$ cat config.mk
export PLATFORM = sky130hd
export DESIGN_NAME = ifid_skid_latch
export DESIGN_NICKNAME = d
export VERILOG_FILES = /design/src/rtl/ifid_skid_latch.sv
export SDC_FILE = /design/constraint.sdc
export NUM_CORES = 1
export LEC_CHECK = 0
export BUFFER_PORTS_ARGS = -buffer_cell sky130_fd_sc_hd__buf_4
export CORE_ASPECT_RATIO = 0.9
export CORE_MARGIN = 2
export CORE_UTILIZATION = 40
export DETAILED_ROUTE_END_ITERATION = 12
export PLACE_DENSITY = 0.68
export SLEW_MARGIN = 5
export SYNTH_ARGS = -nofsm -noshare
export SYNTH_HDL_FRONTEND = slang
export SYNTH_SLANG_ARGS = --single-unit
$ cat constraint.sdc
create_clock -name clk -period 2.5 [get_ports clk]
set_clock_uncertainty 0.2 [all_clocks]
set_input_delay 0.25 -clock clk [delete_from_list [all_inputs] [get_ports clk]]
set_output_delay 0.25 -clock clk [all_outputs]
set_load 0.01 [all_outputs]
$ cat src/rtl/ifid_skid_latch.sv
// IF->ID pipeline register with valid/ready handshake, 2-entry skid buffer,
// selectable stall/flush priority and saturating debug counters.
module ifid_skid_latch #(
    parameter int unsigned DATA_W     = 32,
    parameter int unsigned PC_W       = 32,
    parameter int unsigned BUBBLE     = 0,
    parameter int unsigned CNT_W      = 16,
    parameter bit          STALL_PRIO = 1'b0
) (
    input  logic              clk,
    input  logic              reset,
    input  logic              in_valid,
    output logic              in_ready,
    input  logic [DATA_W-1:0] instrF,
    input  logic [PC_W-1:0]   PCplus4F,
    input  logic              stall,
    input  logic              flush,
    output logic              out_valid,
    input  logic              out_ready,
    output logic [DATA_W-1:0] instrD,
    output logic [PC_W-1:0]   PCplus4D,
    output logic [1:0]        occupancy,
    output logic [CNT_W-1:0]  stall_cnt,
    output logic [CNT_W-1:0]  flush_cnt,
    input  logic              cnt_clr
);

    localparam logic [DATA_W-1:0] BUBBLE_INSTR = DATA_W'(BUBBLE);
    localparam logic [PC_W-1:0]   BUBBLE_PC    = PC_W'(BUBBLE);
    localparam logic [CNT_W-1:0]  CNT_MAX      = '1;

    logic              main_valid_q, main_valid_d;
    logic [DATA_W-1:0] main_instr_q, main_instr_d;
    logic [PC_W-1:0]   main_pc_q,    main_pc_d;
    logic              skid_valid_q, skid_valid_d;
    logic [DATA_W-1:0] skid_instr_q, skid_instr_d;
    logic [PC_W-1:0]   skid_pc_q,    skid_pc_d;
    logic              flush_pend_q, flush_pend_d;
    logic              in_ready_q,   in_ready_d;
    logic [CNT_W-1:0]  stall_cnt_q,  stall_cnt_d;
    logic [CNT_W-1:0]  flush_cnt_q,  flush_cnt_d;

    logic take;
    logic give;
    logic flush_req;
    logic flush_apply;

    assign take = in_valid & in_ready_q;
    assign give = main_valid_q & out_ready & ~stall;

    always_comb begin
        main_valid_d = main_valid_q;
        main_instr_d = main_instr_q;
        main_pc_d    = main_pc_q;
        skid_valid_d = skid_valid_q;
        skid_instr_d = skid_instr_q;
        skid_pc_d    = skid_pc_q;
        flush_req    = flush | flush_pend_q;

        // With stall priority a flush seen under stall is parked until stall drops.
        if (STALL_PRIO) begin
            flush_apply  = flush_req & ~stall;
            flush_pend_d = flush_req & stall;
        end else begin
            flush_apply  = flush;
            flush_pend_d = 1'b0;
        end

        if (flush_apply) begin
            main_valid_d = 1'b0;
            skid_valid_d = 1'b0;
        end else if (skid_valid_q) begin
            if (give) begin
                main_valid_d = 1'b1;
                main_instr_d = skid_instr_q;
                main_pc_d    = skid_pc_q;
                skid_valid_d = 1'b0;
            end
        end else if (main_valid_q) begin
            if (give && take) begin
                main_instr_d = instrF;
                main_pc_d    = PCplus4F;
            end else if (give) begin
                main_valid_d = 1'b0;
            end else if (take) begin
                skid_valid_d = 1'b1;
                skid_instr_d = instrF;
                skid_pc_d    = PCplus4F;
            end
        end else if (take) begin
            main_valid_d = 1'b1;
            main_instr_d = instrF;
            main_pc_d    = PCplus4F;
        end

        in_ready_d = ~skid_valid_d & ~flush_pend_d;

        if (cnt_clr) begin
            stall_cnt_d = '0;
        end else if (main_valid_q && stall && (stall_cnt_q != CNT_MAX)) begin
            stall_cnt_d = stall_cnt_q + CNT_W'(1);
        end else begin
            stall_cnt_d = stall_cnt_q;
        end

        if (cnt_clr) begin
            flush_cnt_d = '0;
        end else if (flush_apply && (flush_cnt_q != CNT_MAX)) begin
            flush_cnt_d = flush_cnt_q + CNT_W'(1);
        end else begin
            flush_cnt_d = flush_cnt_q;
        end
    end

    always_ff @(posedge clk or negedge reset) begin
        if (!reset) begin
            main_valid_q <= 1'b0;
            main_instr_q <= BUBBLE_INSTR;
            main_pc_q    <= BUBBLE_PC;
            skid_valid_q <= 1'b0;
            skid_instr_q <= BUBBLE_INSTR;
            skid_pc_q    <= BUBBLE_PC;
            flush_pend_q <= 1'b0;
            in_ready_q   <= 1'b1;
            stall_cnt_q  <= '0;
            flush_cnt_q  <= '0;
        end else begin
            main_valid_q <= main_valid_d;
            main_instr_q <= main_instr_d;
            main_pc_q    <= main_pc_d;
            skid_valid_q <= skid_valid_d;
            skid_instr_q <= skid_instr_d;
            skid_pc_q    <= skid_pc_d;
            flush_pend_q <= flush_pend_d;
            in_ready_q   <= in_ready_d;
            stall_cnt_q  <= stall_cnt_d;
            flush_cnt_q  <= flush_cnt_d;
        end
    end

    assign in_ready  = in_ready_q;
    assign out_valid = main_valid_q;
    assign instrD    = main_valid_q ? main_instr_q : BUBBLE_INSTR;
    assign PCplus4D  = main_valid_q ? main_pc_q : BUBBLE_PC;
    assign occupancy = {1'b0, main_valid_q} + {1'b0, skid_valid_q};
    assign stall_cnt = stall_cnt_q;
    assign flush_cnt = flush_cnt_q;

endmodule

==> impl_metrics.prom <==
# TYPE chip_impl_metric gauge
chip_impl_metric{name="yosysSeqAreaShare",unit=""} 0.5239
chip_impl_info{name="critical_path_capture_point_type",value="flop"} 1
chip_impl_metric{name="postSynthRegisterBits",unit=""} 163
chip_impl_metric{name="grt_antenna_before_repair",unit=""} 0
chip_impl_metric{name="drt_iter0_drc",unit=""} 251
chip_impl_info{name="worstHoldStart",value="stall"} 1
chip_impl_info{name="startpoint",value="out_valid"} 1
chip_impl_metric{name="maxClockFrequency",unit="GHz"} 0.4497
chip_impl_info{name="run_status",value="complete, no violations"} 1
chip_impl_metric{name="congestion_overflow_gr",unit=""} 0
chip_impl_metric{name="clock_latency",unit="ps"} 420
chip_impl_metric{name="vias",unit=""} 6083
chip_impl_info{name="worst_path_max_delay_cell",value="sky130_fd_sc_hd__dfrtp_2"} 1
chip_impl_info{name="r2r_start",value="out_valid"} 1
chip_impl_metric{name="via_per_inst",unit=""} 5.116
chip_impl_metric{name="finalMaxSlewViolations",unit=""} 0
chip_impl_info{name="rsz0062_at_grt",value="no"} 1
chip_impl_metric{name="gp_congestion",unit=""} 0.8274
chip_impl_metric{name="drc",unit=""} 0
chip_impl_info{name="criticalPathCategory",value="flop to flop"} 1
chip_impl_metric{name="placement_rows",unit=""} 48
chip_impl_info{name="timing.hold.worst.class",value="primary input to flop"} 1
chip_impl_info{name="path_cells",value="ha_1 -> or2_1 -> a211oi_4 -> buf_12 -> nor2_1 -> a21oi_1"} 1
chip_impl_info{name="synth_top_cell_by_area",value="sky130_fd_sc_hd__dfrtp_1"} 1
chip_impl_metric{name="global_route_usage_over_all_layers",unit=""} 0.1916
chip_impl_info{name="mostFrequentLayoutCells",value="177 x sky130_fd_sc_hd__buf_4, 160 x sky130_fd_sc_hd__dfrtp_1, 86 x sky130_fd_sc_hd__a21oi_1"} 1
chip_impl_info{name="ys_dominant_reg_cell",value="sky130_fd_sc_hd__dfrtp_1"} 1
chip_impl_metric{name="effective_utilization_at_floorplan",unit=""} 0.4065
chip_impl_metric{name="wp_buf_inv",unit=""} 1
chip_impl_metric{name="cts_inserted_buffers",unit=""} 17
chip_impl_metric{name="synthesis.nets",unit=""} 774
chip_impl_metric{name="asyncSetResetFlopFracSynth",unit=""} 1.000
chip_impl_metric{name="cap_violations",unit=""} 0
chip_impl_metric{name="total_count_of_hold_check_failures_in_the_final_report",unit=""} 0
chip_impl_metric{name="cts.htree.levels",unit=""} 4
chip_impl_metric{name="post_drt_wl_per_cell",unit="um"} 15.92
chip_impl_metric{name="final_net_count",unit=""} 1002
chip_impl_metric{name="timing.critical_path.required",unit="ps"} 2630
chip_impl_metric{name="pre_cts_slack",unit="ps"} 262.8
chip_impl_metric{name="leakage",unit="nW"} 4.644
chip_impl_metric{name="cts-root-to-sink-buffers",unit=""} 2
chip_impl_metric{name="synth_top_area_share",unit=""} 0.5205
chip_impl_metric{name="critical_path.max_stage_delay",unit="ps"} 500
chip_impl_metric{name="antenna_left",unit=""} 0
chip_impl_metric{name="period_share",unit=""} 0.8895
chip_impl_metric{name="distinct_cell_type_count_after_synthesis",unit=""} 48
chip_impl_metric{name="antenna_diode_count",unit=""} 0
chip_impl_metric{name="worstPathMaxFanout",unit=""} 70
chip_impl_metric{name="maxSlewHeadroom",unit=""} 0.6004
chip_impl_metric{name="dieHeight",unit="um"} 136.4
chip_impl_info{name="layout.cells.most_common",value="sky130_fd_sc_hd__buf_4"} 1
chip_impl_metric{name="drt-pass1-iter-count",unit=""} 4
chip_impl_metric{name="power-per-cell-area",unit="nW/um2"} 760.3
chip_impl_metric{name="synth_warnings",unit=""} 0
chip_impl_metric{name="setup-violations-final",unit=""} 0
chip_impl_metric{name="area.growth.synth_to_final",unit="%"} 36.74
chip_impl_metric{name="nFillCells",unit=""} 1642
chip_impl_metric{name="final.setup.worst_slack",unit="ps"} 276.3
chip_impl_metric{name="grt_pass1_wl",unit="mm"} 31.08
chip_impl_metric{name="drt_wl_total",unit="mm"} 18.93
chip_impl_metric{name="clk_pin_slew",unit="ps"} 60
chip_impl_metric{name="layout-drive-gt1-share",unit=""} 0.2439
chip_impl_info{name="tritoncts",value="yes"} 1
chip_impl_metric{name="numPortBuffers",unit=""} 170
chip_impl_metric{name="slew_at_the_pin_closest_to_its_max_slew_limit",unit="ps"} 594.8
chip_impl_info{name="cpLargestDelayFamily",value="compound AO/OA/AOI/OAI gates"} 1
chip_impl_metric{name="final_period_minus_worst_setup_slack",unit="ps"} 2224
chip_impl_metric{name="cts.sinks",unit=""} 163
chip_impl_metric{name="floorplan.io_pins",unit=""} 171
chip_impl_metric{name="syn_area",unit="um2"} 7789
chip_impl_metric{name="grt_start_max_net_pins",unit=""} 71
chip_impl_metric{name="worst_ir_drop_vdd",unit="mV"} 0.4122
chip_impl_metric{name="tns",unit="ps"} 0
chip_impl_info{name="root_buffer_cell",value="sky130_fd_sc_hd__clkbuf_16"} 1
chip_impl_metric{name="cp_data_arrival_time",unit="ps"} 2350
chip_impl_metric{name="die_x",unit="um"} 151.1
chip_impl_metric{name="synthesis.area_per_instance",unit="um2"} 11.16
chip_impl_metric{name="detailed_place_hpwl",unit="mm"} 11.92
chip_impl_metric{name="die_area",unit="um2"} 20610
chip_impl_metric{name="number_of_global_route_vias_before_repair",unit=""} 6070
chip_impl_info{name="crit_path_start_kind",value="flop"} 1
chip_impl_metric{name="postSynthCellCount",unit=""} 698
chip_impl_metric{name="core_ar",unit="um2"} 19160
chip_impl_metric{name="synth-edff-count",unit=""} 0
chip_impl_info{name="synth.area.top_cells",value="sky130_fd_sc_hd__dfrtp_1 52%, sky130_fd_sc_hd__mux2_1 9.8%, sky130_fd_sc_hd__mux2i_1 8.5%"} 1
==> worst paths after layout <==
path,end,slack (ps),depth (start not counted)
setup / recovery,main_instr_q[21],280,6
hold / removal,in_ready,30,4
hold reg to reg,skid_instr_q[0],280,1
setup reg to reg,main_instr_q[21],280,6
max in group asynchronous,skid_instr_q[25],1280,3
min in group asynchronous,stall_cnt[13],150,2
==> final cells by class <==
cell class              count  area (um2)  share of cell area
clock buffers              22       464.2             0.04359
clock inverters            10       148.9             0.01398
inverters                   8       30.03            0.002820
multi-input cells         483        3448              0.3238
flip-flops and latches    163        4085              0.3836
well taps                 250       312.8             0.02937
repair buffers            253        2161              0.2029
==> cell families (layout without fill, tap and decap cells) <==
logic type,Yosys count,in the layout,share of synthesized area
AND/OR/NAND/NOR,219,219,0.1582
adder cells (fa/ha/maj),5,5,0.008032
multiplexers,136,136,0.1860
buffers and inverters,52,293,0.03582
flip-flops,163,163,0.5239
AO/OA/AOI/OAI,123,123,0.08804
==> stage by stage <==
step,total power [mW],instances,hold slack [ps],utilization,area (um2)
after global placement,5.251,1089,54.13,0.4884,9356
final,8.098,1189,26.22,0.5559,10650
after detailed placement,5.329,1089,51.68,0.4884,9356
after global routing,8.572,1189,51.85,0.5559,10650
after floorplan,4.623,698,-245.6,-,7790
after CTS,8.184,1189,16.60,0.5559,10650
==> flip-flops by register name, summed over array words and instances, names as in the netlist <==
register	flops
skid_pc_q	32
main_instr_q	32
stall_cnt	16
skid_instr_q	32
flush_cnt	16
main_pc_q	32
out_valid	1
skid_valid_q	1
in_ready	1
==> metal layers <==
metal | up-vias | share of wire | GRT usage
li1 | 2925 | - | -
met1 | 2987 | 0.45 | 0.2591
met2 | 153 | 0.48 | 0.3081
met3 | 18 | 0.053 | 0.04832
met4 | 0 | 0.012 | 0.05036
met5 | - | 0 | 0
==> synthesized netlist by cell type, types with 6 or more instances <==
cell type                  number
sky130_fd_sc_hd__nand2_1        9
sky130_fd_sc_hd__a21oi_1       86
sky130_fd_sc_hd__o21ai_0       10
sky130_fd_sc_hd__or4_1          7
sky130_fd_sc_hd__mux2_1        68
sky130_fd_sc_hd__nand4_1        9
sky130_fd_sc_hd__buf_2         19
sky130_fd_sc_hd__inv_1          7
sky130_fd_sc_hd__clkbuf_1      15
sky130_fd_sc_hd__nor2_1        76
sky130_fd_sc_hd__nand3_1        9
sky130_fd_sc_hd__mux2i_1       66
sky130_fd_sc_hd__or3_1          8
sky130_fd_sc_hd__and2_1        67
sky130_fd_sc_hd__o31ai_1        7
sky130_fd_sc_hd__buf_6          7
sky130_fd_sc_hd__nor2b_1        6
sky130_fd_sc_hd__dfrtp_1      162
==> worst min-delay path, stage by stage <==
cell                      delay, ps
sky130_fd_sc_hd__buf_4          110
sky130_fd_sc_hd__nor2_1          60
sky130_fd_sc_hd__nor2_1         110
sky130_fd_sc_hd__o21ai_0        100
==> report_power, final <==
group          switching (mW)  internal [mW]
logic                   0.778          0.900
registers               0.355           3.34
clock network            1.08           1.64
==> timing repair <==
item,in CTS,in global routing
endpoints found under the hold margin,179,0
resized for setup,0,0
setup buffers,0,0
hold buffers,68,0
setup endpoints to repair,0,0
Note: power is estimated with default switching activity, not from simulation.
